[config.mk]
export PLATFORM = sky130hd
export DESIGN_NAME = uart_tx_buffered
export DESIGN_NICKNAME = d
export VERILOG_FILES = /design/src/rtl/uart_tx_buffered.sv
export SDC_FILE = /design/constraint.sdc
export NUM_CORES = 1
export LEC_CHECK = 0
export CAP_MARGIN = 20
export CELL_PAD_IN_SITES_DETAIL_PLACEMENT = 0
export CELL_PAD_IN_SITES_GLOBAL_PLACEMENT = 1
export CORE_MARGIN = 1
export CORE_UTILIZATION = 50
export CTS_BUF_LIST = sky130_fd_sc_hd__clkbuf_8
export CTS_CLUSTER_DIAMETER = 150
export CTS_CLUSTER_SIZE = 8
export DETAILED_ROUTE_END_ITERATION = 12
export PLACE_DENSITY = 0.74
export SETUP_SLACK_MARGIN = 0.1
export SLEW_MARGIN = 10
export SYNTH_ARGS = -nofsm -noshare
export SYNTH_HDL_FRONTEND = slang
export SYNTH_SLANG_ARGS = --single-unit
[constraint.sdc]
create_clock -name clk_10M -period 4.78 [get_ports clk_10M]
set_input_delay 0.956 -clock clk_10M [delete_from_list [all_inputs] [get_ports clk_10M]]
set_output_delay 0.956 -clock clk_10M [all_outputs]
set_load 0.1 [all_outputs]
[src/rtl/uart_tx_buffered.sv]
// uart_tx_buffered: buffered 8N1 UART transmitter in the clk_10M domain.
// Producers push bytes into a small FIFO over valid/ready.
// A baud-timed shift FSM drains the FIFO onto txd, LSB first.
// Optional feature: define UART_TX_PARITY_EN to insert an even-parity bit (8E1).
module uart_tx_buffered #(
  parameter int CLK_FREQ   = 10000000,
  parameter int BAUD       = 9600,
  parameter int FIFO_DEPTH = 16
) (
  input  logic                          clk_10M,
  input  logic                          reset_of_clk10M,
  input  logic [7:0]                    wr_data,
  input  logic                          wr_valid,
  output logic                          wr_ready,
  output logic                          txd,
  output logic                          busy,
  output logic [$clog2(FIFO_DEPTH):0]   fifo_count
);

  // Bit period in clock cycles, rounded to nearest.
  localparam int DIV   = (CLK_FREQ + BAUD / 2) / BAUD;
  localparam int CW    = (DIV > 1) ? $clog2(DIV) : 1;
  localparam int AW    = $clog2(FIFO_DEPTH);
  localparam int CNT_W = AW + 1;

  localparam logic [CW-1:0]    BAUD_LAST  = CW'(DIV - 1);
  localparam logic [CNT_W-1:0] COUNT_FULL = CNT_W'(FIFO_DEPTH);

`ifdef UART_TX_PARITY_EN
  typedef enum logic [2:0] {IDLE, START, DATA, PARITY, STOP} state_t;
`else
  typedef enum logic [1:0] {IDLE, START, DATA, STOP} state_t;
`endif

  logic [7:0]    mem [FIFO_DEPTH];
  logic [AW-1:0] wr_ptr;
  logic [AW-1:0] rd_ptr;
  logic [7:0]    head;

  state_t        state;
  logic [CW-1:0] baud_cnt;
  logic [2:0]    bit_idx;
  logic [7:0]    shreg;

  logic push;
  logic pop;
  logic baud_end;

  assign wr_ready = (fifo_count != COUNT_FULL);
  assign push     = wr_valid && wr_ready;
  assign baud_end = (baud_cnt == BAUD_LAST);
  assign head     = mem[rd_ptr];
  // A pop only ever happens when the FSM is ready to start a frame and data is queued.
  assign pop      = (fifo_count != '0) &&
                    ((state == IDLE) || ((state == STOP) && baud_end));
  assign busy     = (state != IDLE) || (fifo_count != '0);

  // FIFO storage; contents need no reset because the pointers define validity.
  always_ff @(posedge clk_10M) begin
    if (push) mem[wr_ptr] <= wr_data;
  end

  // FIFO pointers and occupancy; push and pop on the same edge leave the count unchanged.
  always_ff @(posedge clk_10M or posedge reset_of_clk10M) begin
    if (reset_of_clk10M) begin
      wr_ptr     <= '0;
      rd_ptr     <= '0;
      fifo_count <= '0;
    end else begin
      if (push) wr_ptr <= wr_ptr + AW'(1);
      if (pop)  rd_ptr <= rd_ptr + AW'(1);
      case ({push, pop})
        2'b10:   fifo_count <= fifo_count + CNT_W'(1);
        2'b01:   fifo_count <= fifo_count - CNT_W'(1);
        default: fifo_count <= fifo_count;
      endcase
    end
  end

  // Frame FSM: drives the registered txd line and chains frames back-to-back from STOP.
  always_ff @(posedge clk_10M or posedge reset_of_clk10M) begin
    if (reset_of_clk10M) begin
      state    <= IDLE;
      txd      <= 1'b1;
      baud_cnt <= '0;
      bit_idx  <= '0;
      shreg    <= '0;
    end else begin
      case (state)
        IDLE: begin
          txd      <= 1'b1;
          baud_cnt <= '0;
          if (pop) begin
            shreg <= head;
            txd   <= 1'b0;
            state <= START;
          end
        end

        START: begin
          if (baud_end) begin
            baud_cnt <= '0;
            txd      <= shreg[0];
            bit_idx  <= '0;
            state    <= DATA;
          end else begin
            baud_cnt <= baud_cnt + CW'(1);
          end
        end

        DATA: begin
          if (baud_end) begin
            baud_cnt <= '0;
            if (bit_idx == 3'd7) begin
`ifdef UART_TX_PARITY_EN
              txd   <= ^shreg;
              state <= PARITY;
`else
              txd   <= 1'b1;
              state <= STOP;
`endif
            end else begin
              txd     <= shreg[bit_idx + 3'd1];
              bit_idx <= bit_idx + 3'd1;
            end
          end else begin
            baud_cnt <= baud_cnt + CW'(1);
          end
        end

`ifdef UART_TX_PARITY_EN
        PARITY: begin
          if (baud_end) begin
            baud_cnt <= '0;
            txd      <= 1'b1;
            state    <= STOP;
          end else begin
            baud_cnt <= baud_cnt + CW'(1);
          end
        end
`endif

        STOP: begin
          if (baud_end) begin
            baud_cnt <= '0;
            if (pop) begin
              shreg <= head;
              txd   <= 1'b0;
              state <= START;
            end else begin
              txd   <= 1'b1;
              state <= IDLE;
            end
          end else begin
            baud_cnt <= baud_cnt + CW'(1);
          end
        end

        default: begin
          state    <= IDLE;
          txd      <= 1'b1;
          baud_cnt <= '0;
        end
      endcase
    end
  end

endmodule

# Yosys cells after proc, flatten, opt, wreduce, memory -nomap -nowiden
# Memories as Yosys holds them, arrays and structs flattened.
# Index checks and enable logic that the tools add are counted.
# word_totals
regBits,38
latch_bits,0
mem_bits_rw,128
rom_bits,0
in_bits,11
out_inout_bits,8
n_memories,1
# classes
addsub,6
mul,0
n_div,0
n_lt_le_gt_ge,1
eq_ne,14
shifts,0
mux,27
n_bitwise,0
n_reduce_logical,16
# mem_list
name,words,width,read_ports,rd_clocked_by_memory_dff,write_ports,line_no,text
mem,16,8,1,0,1,35,logic [7:0] mem [FIFO_DEPTH];
# op_table
cell,n
one-hot mux 11 bit (2 select lines),1
2-to-1 mux 8 bit,2
one-hot mux 8 bit (2 select lines),1
!= test 2 bit (second input constant),6
adder 11 x 1 -> 11 bit (second input constant),1
equality test 11 bit (second input constant),1
2-to-1 mux 11 bit,1
2-to-1 mux 2 bit,5
one-hot mux 5 bit (2 select lines),1
2-to-1 mux 1 bit,9
2-to-1 mux 3 bit,3
adder 4 x 1 -> 4 bit (second input constant),2
one-hot mux 2 bit (4 select lines),1
nonzero test 2 bit,4
equality test 2 bit (second input constant),3
one-hot mux 3 bit (2 select lines),1
adder 5 x 1 -> 5 bit (second input constant),1
!= test 5 bit (second input constant),1
AND reduction 5 bit,1
nonzero test 5 bit,1
subtractor 5 x 1 -> 5 bit (second input constant),1
equality test 2 x 1 -> 1 bit (second input constant),2
< comparator 3 x 4 -> 1 bit (second input constant),1
one-hot mux 1 bit (4 select lines),1
10 further kinds,13

# Logic depth before layout (Yosys ltp)
# logic_depth
depth_word,7
mapped_depth,15
ltp_nobuf,13

# Worst setup path after synthesis
# OpenSTA, ideal clock, no wires.
# synth_timing
kind,register to register
startpoint,register fifo_count[2]
endpoint,register fifo_count[4]
setup_time_ps,167
arrival_ps,3915
required_time_ps,4613
path_slack_ps,698
path_stages_with_launch,16
n_path_buf,3
cell_sequence,dfrtp_1 > buf_2 > nor4_1 > nand2_1 > and2_1 > clkbuf_1 > inv_1 > ha_1 > clkbuf_1 > xor2_1 > ha_1 > o21a_1 > o21ai_0 > nand3b_1 > a21oi_1 > xor2_1
# synth_via
elab_chain_cells,4
word_cells_on_any_way,10
classes_between,add/sub: 2; eq/ne: 3; mux: 1; reduce/logical: 4
# synth_rtl
element,line_no,text
"start, declared",17,output logic [$clog2(FIFO_DEPTH):0] fifo_count
"start signal, assigned",73,2'b10: fifo_count <= fifo_count + CNT_W'(1);
"start signal, assigned",74,2'b01: fifo_count <= fifo_count - CNT_W'(1);
"start signal, assigned",75,default: fifo_count <= fifo_count;
!= test 5 bit (*),49,assign wr_ready = (fifo_count != COUNT_FULL);
net wr_ready,14,"output logic wr_ready,"
logical AND 1 bit (*),50,assign push = wr_valid && wr_ready;
equality test 2 x 1 -> 1 bit / equality test 2 bit (equally long branches),72,"case ({push, pop})"
one-hot mux 5 bit (2 select lines) / nonzero test 2 bit (equally long branches),--,
# Mark *: on every way through the listed nets, which the timed path passes. The rest lies on a longest branch.
# A chain may end at the register's enable or synchronous reset.

# Worst setup path in the final report
# layout_timing
startpoint,register fifo_count[1]
endpoint,output port busy
# layout_via
elab_chain_cells,2
# layout_rtl
element,line_no,text
nonzero test 5 bit,56,assign busy = (state != IDLE) || (fifo_count != '0);
logical OR 1 bit,56,
"end, declared",16,"output logic busy,"
# Every way passes these cells.

==> key figures <==
Critical path
  – Critical Path Sink: busy
  – R2r setup slk: ~1.8 ns
  – Crit path required time: roughly 3.8 ns
  – Worst EP arrival: 2.79 ns
  – CP max stage delay: 0.97 ns
  – Crit path launch type: flip-flop
  – Reg2reg path depth: 11
  – Worst r2r src: fifo_count[1]
  – Critical Path Fanout Max: 10
  – Crit Path Class: flip-flop to output pin
  – CP cell instances: or4_4, nor2_4, nand2_1, clkdlybuf4s50_1
  – Worst Setup SP: fifo_count[1]
  – CP bufs+invs: 1
  – CP max stage cell: clkdlybuf4s50_1
  – Crit path max-delay family: buffers and inverters
  – Worst setup EP type: output pin
  – Capture point of the worst reg-to-reg path: fifo_count[4]
  – Critical path depth: 4

Timing
  – Post-route setup TNS: 0 ns
  – Actual slew at the worst max-slew pin: 0.9751 ns
  – Crit share post-route: 0.7845
  – Worst Skew: about 0.01 ns
  – Final setup margin: approximately 1 ns
  – Rel. slew slack: 0.3475
  – Final setup violation count: 0
  – Final worst path period need: between 3 and 4 ns
  – Max-slew violation count: 0
  – RSZ-0062 raised after global routing: false
  – Final hold vios: 0
  – Final hold slack: ~0.51 ns
  – Fmax: about 270 MHz

Clocking
  – Clock Latency Late Sink: 0.45 ns
  – Postcts setup bufs: 0
  – CTS tree: yes
  – Clk buf depth: 2
  – H-tree levels: 4
  – Root Driver: clkbuf_8
  – CTS resizes: 0
  – Cts bufs inserted: 17
  – Clock transition at path regs: roughly 0.090 ns
  – Hold Buf Count CTS: 0
  – Clk sink count: 166

Finish
  – Layout cells sized above 1: 0.1969
  – P&R area growth vs syn: 10.97%
  – Layout Nets: approximately 470
  – Fin area: 7858 µm²
  – N_diodes: 0

Floorplanning
  – Core area: between 10000 and 15000 µm²
  – Die footprint: 14640 µm²
  – Die Y: 121 µm
  – Starting Density: 0.5121
  – Die width: roughly 120 µm
  – Row cnt: 43
  – Io pins: 19

Pwr
  – Leak: 2.783 nW
  – Pwr Density: about 600 nW/µm²
  – Worst VDD drop: 273.3 µV

GRT
  – First-pass GRT wire length: a little over 20 mm
  – Grt total ovfl: 0
  – Vias in the first global route: 3688
  – Pin count of the biggest net entering global routing: 35
  – All-Layer GR Usage: 0.1956
  – Initial antenna violation count: 0

Run
  – Total of max-cap violations: 0

Logic synthesis
  – Post-synthesis sequential area ratio: 0.6773
  – Syn avg cell area: roughly 17 µm²
  – Cell count after synthesis: between 400 and 500
  – Syn_nets: ~440
  – Yosys cell types: 50
  – Synth Warn #: 0
  – Synth Cell Area: approximately 7100 µm²
  – #FFs+latches synth: between 150 and 200

Drt
  – Total routed wirelength: 12.82 mm
  – Pre-antenna DRT Iters: 4
  – Antenna Violating Nets Remaining: 0
  – Via/cell ratio: ~5.6
  – DR iter-0 viols: a little under 300
  – Total number of vias: about 3600
  – DRC viols: 0
  – WL/cell: ~20 µm

Place
  – Post-DP HPWL: roughly 8.3 mm
  – Dpl ws: around 1.4 ns
  – I/O Buffers: 18
  – Placed cell areas: roughly 7400 µm²
  – Routability Congestion: about 0.75

Hold path
  – Worst hold path class: flip-flop to flip-flop
  – Worst hold start: shreg[3]

Status
  – Status: complete, no violations
-- cell usage in the layout (no fill, tap or decap), types with 2 or more instances in the layout --
cell and instances:
inv_8 3, inv_1 10, nand2_1 24, dfrtp_1 36, mux4_1 5, edfxtp_1 128
nor2b_1 3, nand3b_1 3, a22o_1 5, clkinvlp_4 2, nor2_1 30, xnor2_1 11
clkdlybuf4s50_1 18, mux4_2 28, ha_1 18, clkbuf_8 17, o21ai_0 7, xor2_1 11
bufinv_16 3, mux2_2 9, buf_4 7, clkinv_4 3, a21oi_1 3, nor3_1 4
mux2i_1 2, nor2_4 2, nand4_1 2, mux2_4 3, and3_1 4, and2_1 2
nand2b_1 3, inv_6 3, nand3_1 5, a22oi_1 19
-- worst register-to-register path, delay by kind of cell (launching register included) --
family | cells | cell delay [ns]
AO/OA/AOI/OAI | 5 | 0.84
AND/OR/NAND/NOR | 2 | 0.68
adder cells (fa/ha/maj) | 2 | 0.55
flip-flops | 1 | 0.50
XOR/XNOR | 2 | 0.34
-- cells in the mapped netlist (all sizes together) --
master	n	area (µm²)
o21a	1	7.510
o41a	1	11.26
and2	2	12.51
o311ai	1	8.760
mux2	13	157.7
ha	18	225.2
nor4	1	6.260
nand4	2	12.51
a41oi	1	8.760
edfxtp	128	3844
a31oi	1	6.260
dfstp	1	26.28
xor2	11	96.34
buf	11	85.08
a22oi	19	142.6
a22o	5	43.79
or4	1	11.26
nor4b	1	23.77
o22ai	1	20.02
and3	4	25.02
and4bb	1	12.51
nor2	32	135.1
nand2	24	90.09
nor3	4	20.02
nand3	6	35.03
a221o	1	10.01
or2	1	6.260
nor2b	3	18.77
nand2b	3	18.77
a21o	1	7.510
a21oi	3	15.01
clkbuf	7	26.28
inv	9	33.78
xnor2	11	96.34
dfrtp	37	925.9
mux2i	2	20.02
nand3b	3	22.52
or3	1	6.260
mux4	33	762.0
o21ai	8	43.79
-- registers in the layout (all words and copies together) (netlist names) --
signal and flops:
shreg 8, baud_cnt 11, rd_ptr 4, wr_ptr 4, mem 128, bit_idx 3
state 2, txd 1, fifo_count 5
-- stage by stage --
| stage | std cells | power [mW] | utilization |
|---|---|---|---|
| 5_1_grt | 632 | 4.996 | 0.5683 |
| 2_1_floorplan | 413 | 3.326 | - |
| 3_5_place_dp | 600 | 3.713 | 0.5372 |
| 6_report | 632 | 4.731 | 0.5683 |
| 4_1_cts | 632 | 4.783 | 0.5683 |
| 3_3_place_gp | 600 | 3.692 | 0.5372 |
-- routing by layer --
| layer | up-vias | track usage | part of all wire |
|---|---|---|---|
| met1 | 1853 | 0.2480 | 0.43 |
| met2 | 50 | 0.3264 | 0.53 |
| li1 | 1657 | - | - |
| met4 | 0 | 0.05710 | 0.011 |
| met3 | 8 | 0.05733 | 0.030 |
| met5 | - | 0 | 0 |
-- report_power, final --
group / switching [mW] / leakage [nW] / total (mW) / internal [mW]
clock network: 0.540 / 0.214 / 1.07 / 0.532
logic: 0.925 / 0.938 / 1.63 / 0.709
registers: 0.226 / 1.63 / 2.02 / 1.80
total: 1.69 / 2.78 / 4.73 / 3.04
-- final cells by class --
type                       instances  area [µm²]
timing repair buffer              25       232.7
clock buffer                      17       234.0
tap                              180       225.2
clock inverter                    15       195.2
sequential                       166        4797
fill                            1041        5969
inverter                           9       33.78
multi-input combinational        220        2140
-- cells by family (layout without fill, tap and decap cells) --
family          count (synthesis)  in the layout  share of synthesized area
compound gates                 43             43                    0.04595
xor+xnor                       22             22                    0.02721
fa+ha+maj                      18             18                    0.03181
buf+inv                        27             66                    0.02050
flops                         166            166                     0.6773
mux                            48             48                     0.1327
simple gates                   89             89                    0.06450
-- worst min-delay path by stage --
stage / slack, ns / end / cells past startpoint
after global routing: 0.54 / shreg[3] / 1
after floorplan: 0.47 / shreg[6] / 1
final: 0.51 / shreg[3] / 1
after global placement: 0.49 / shreg[3] / 1
after CTS: 0.51 / shreg[3] / 1
after detailed placement: 0.49 / shreg[3] / 1
No activity file was read; power rests on OpenSTA's default activity.
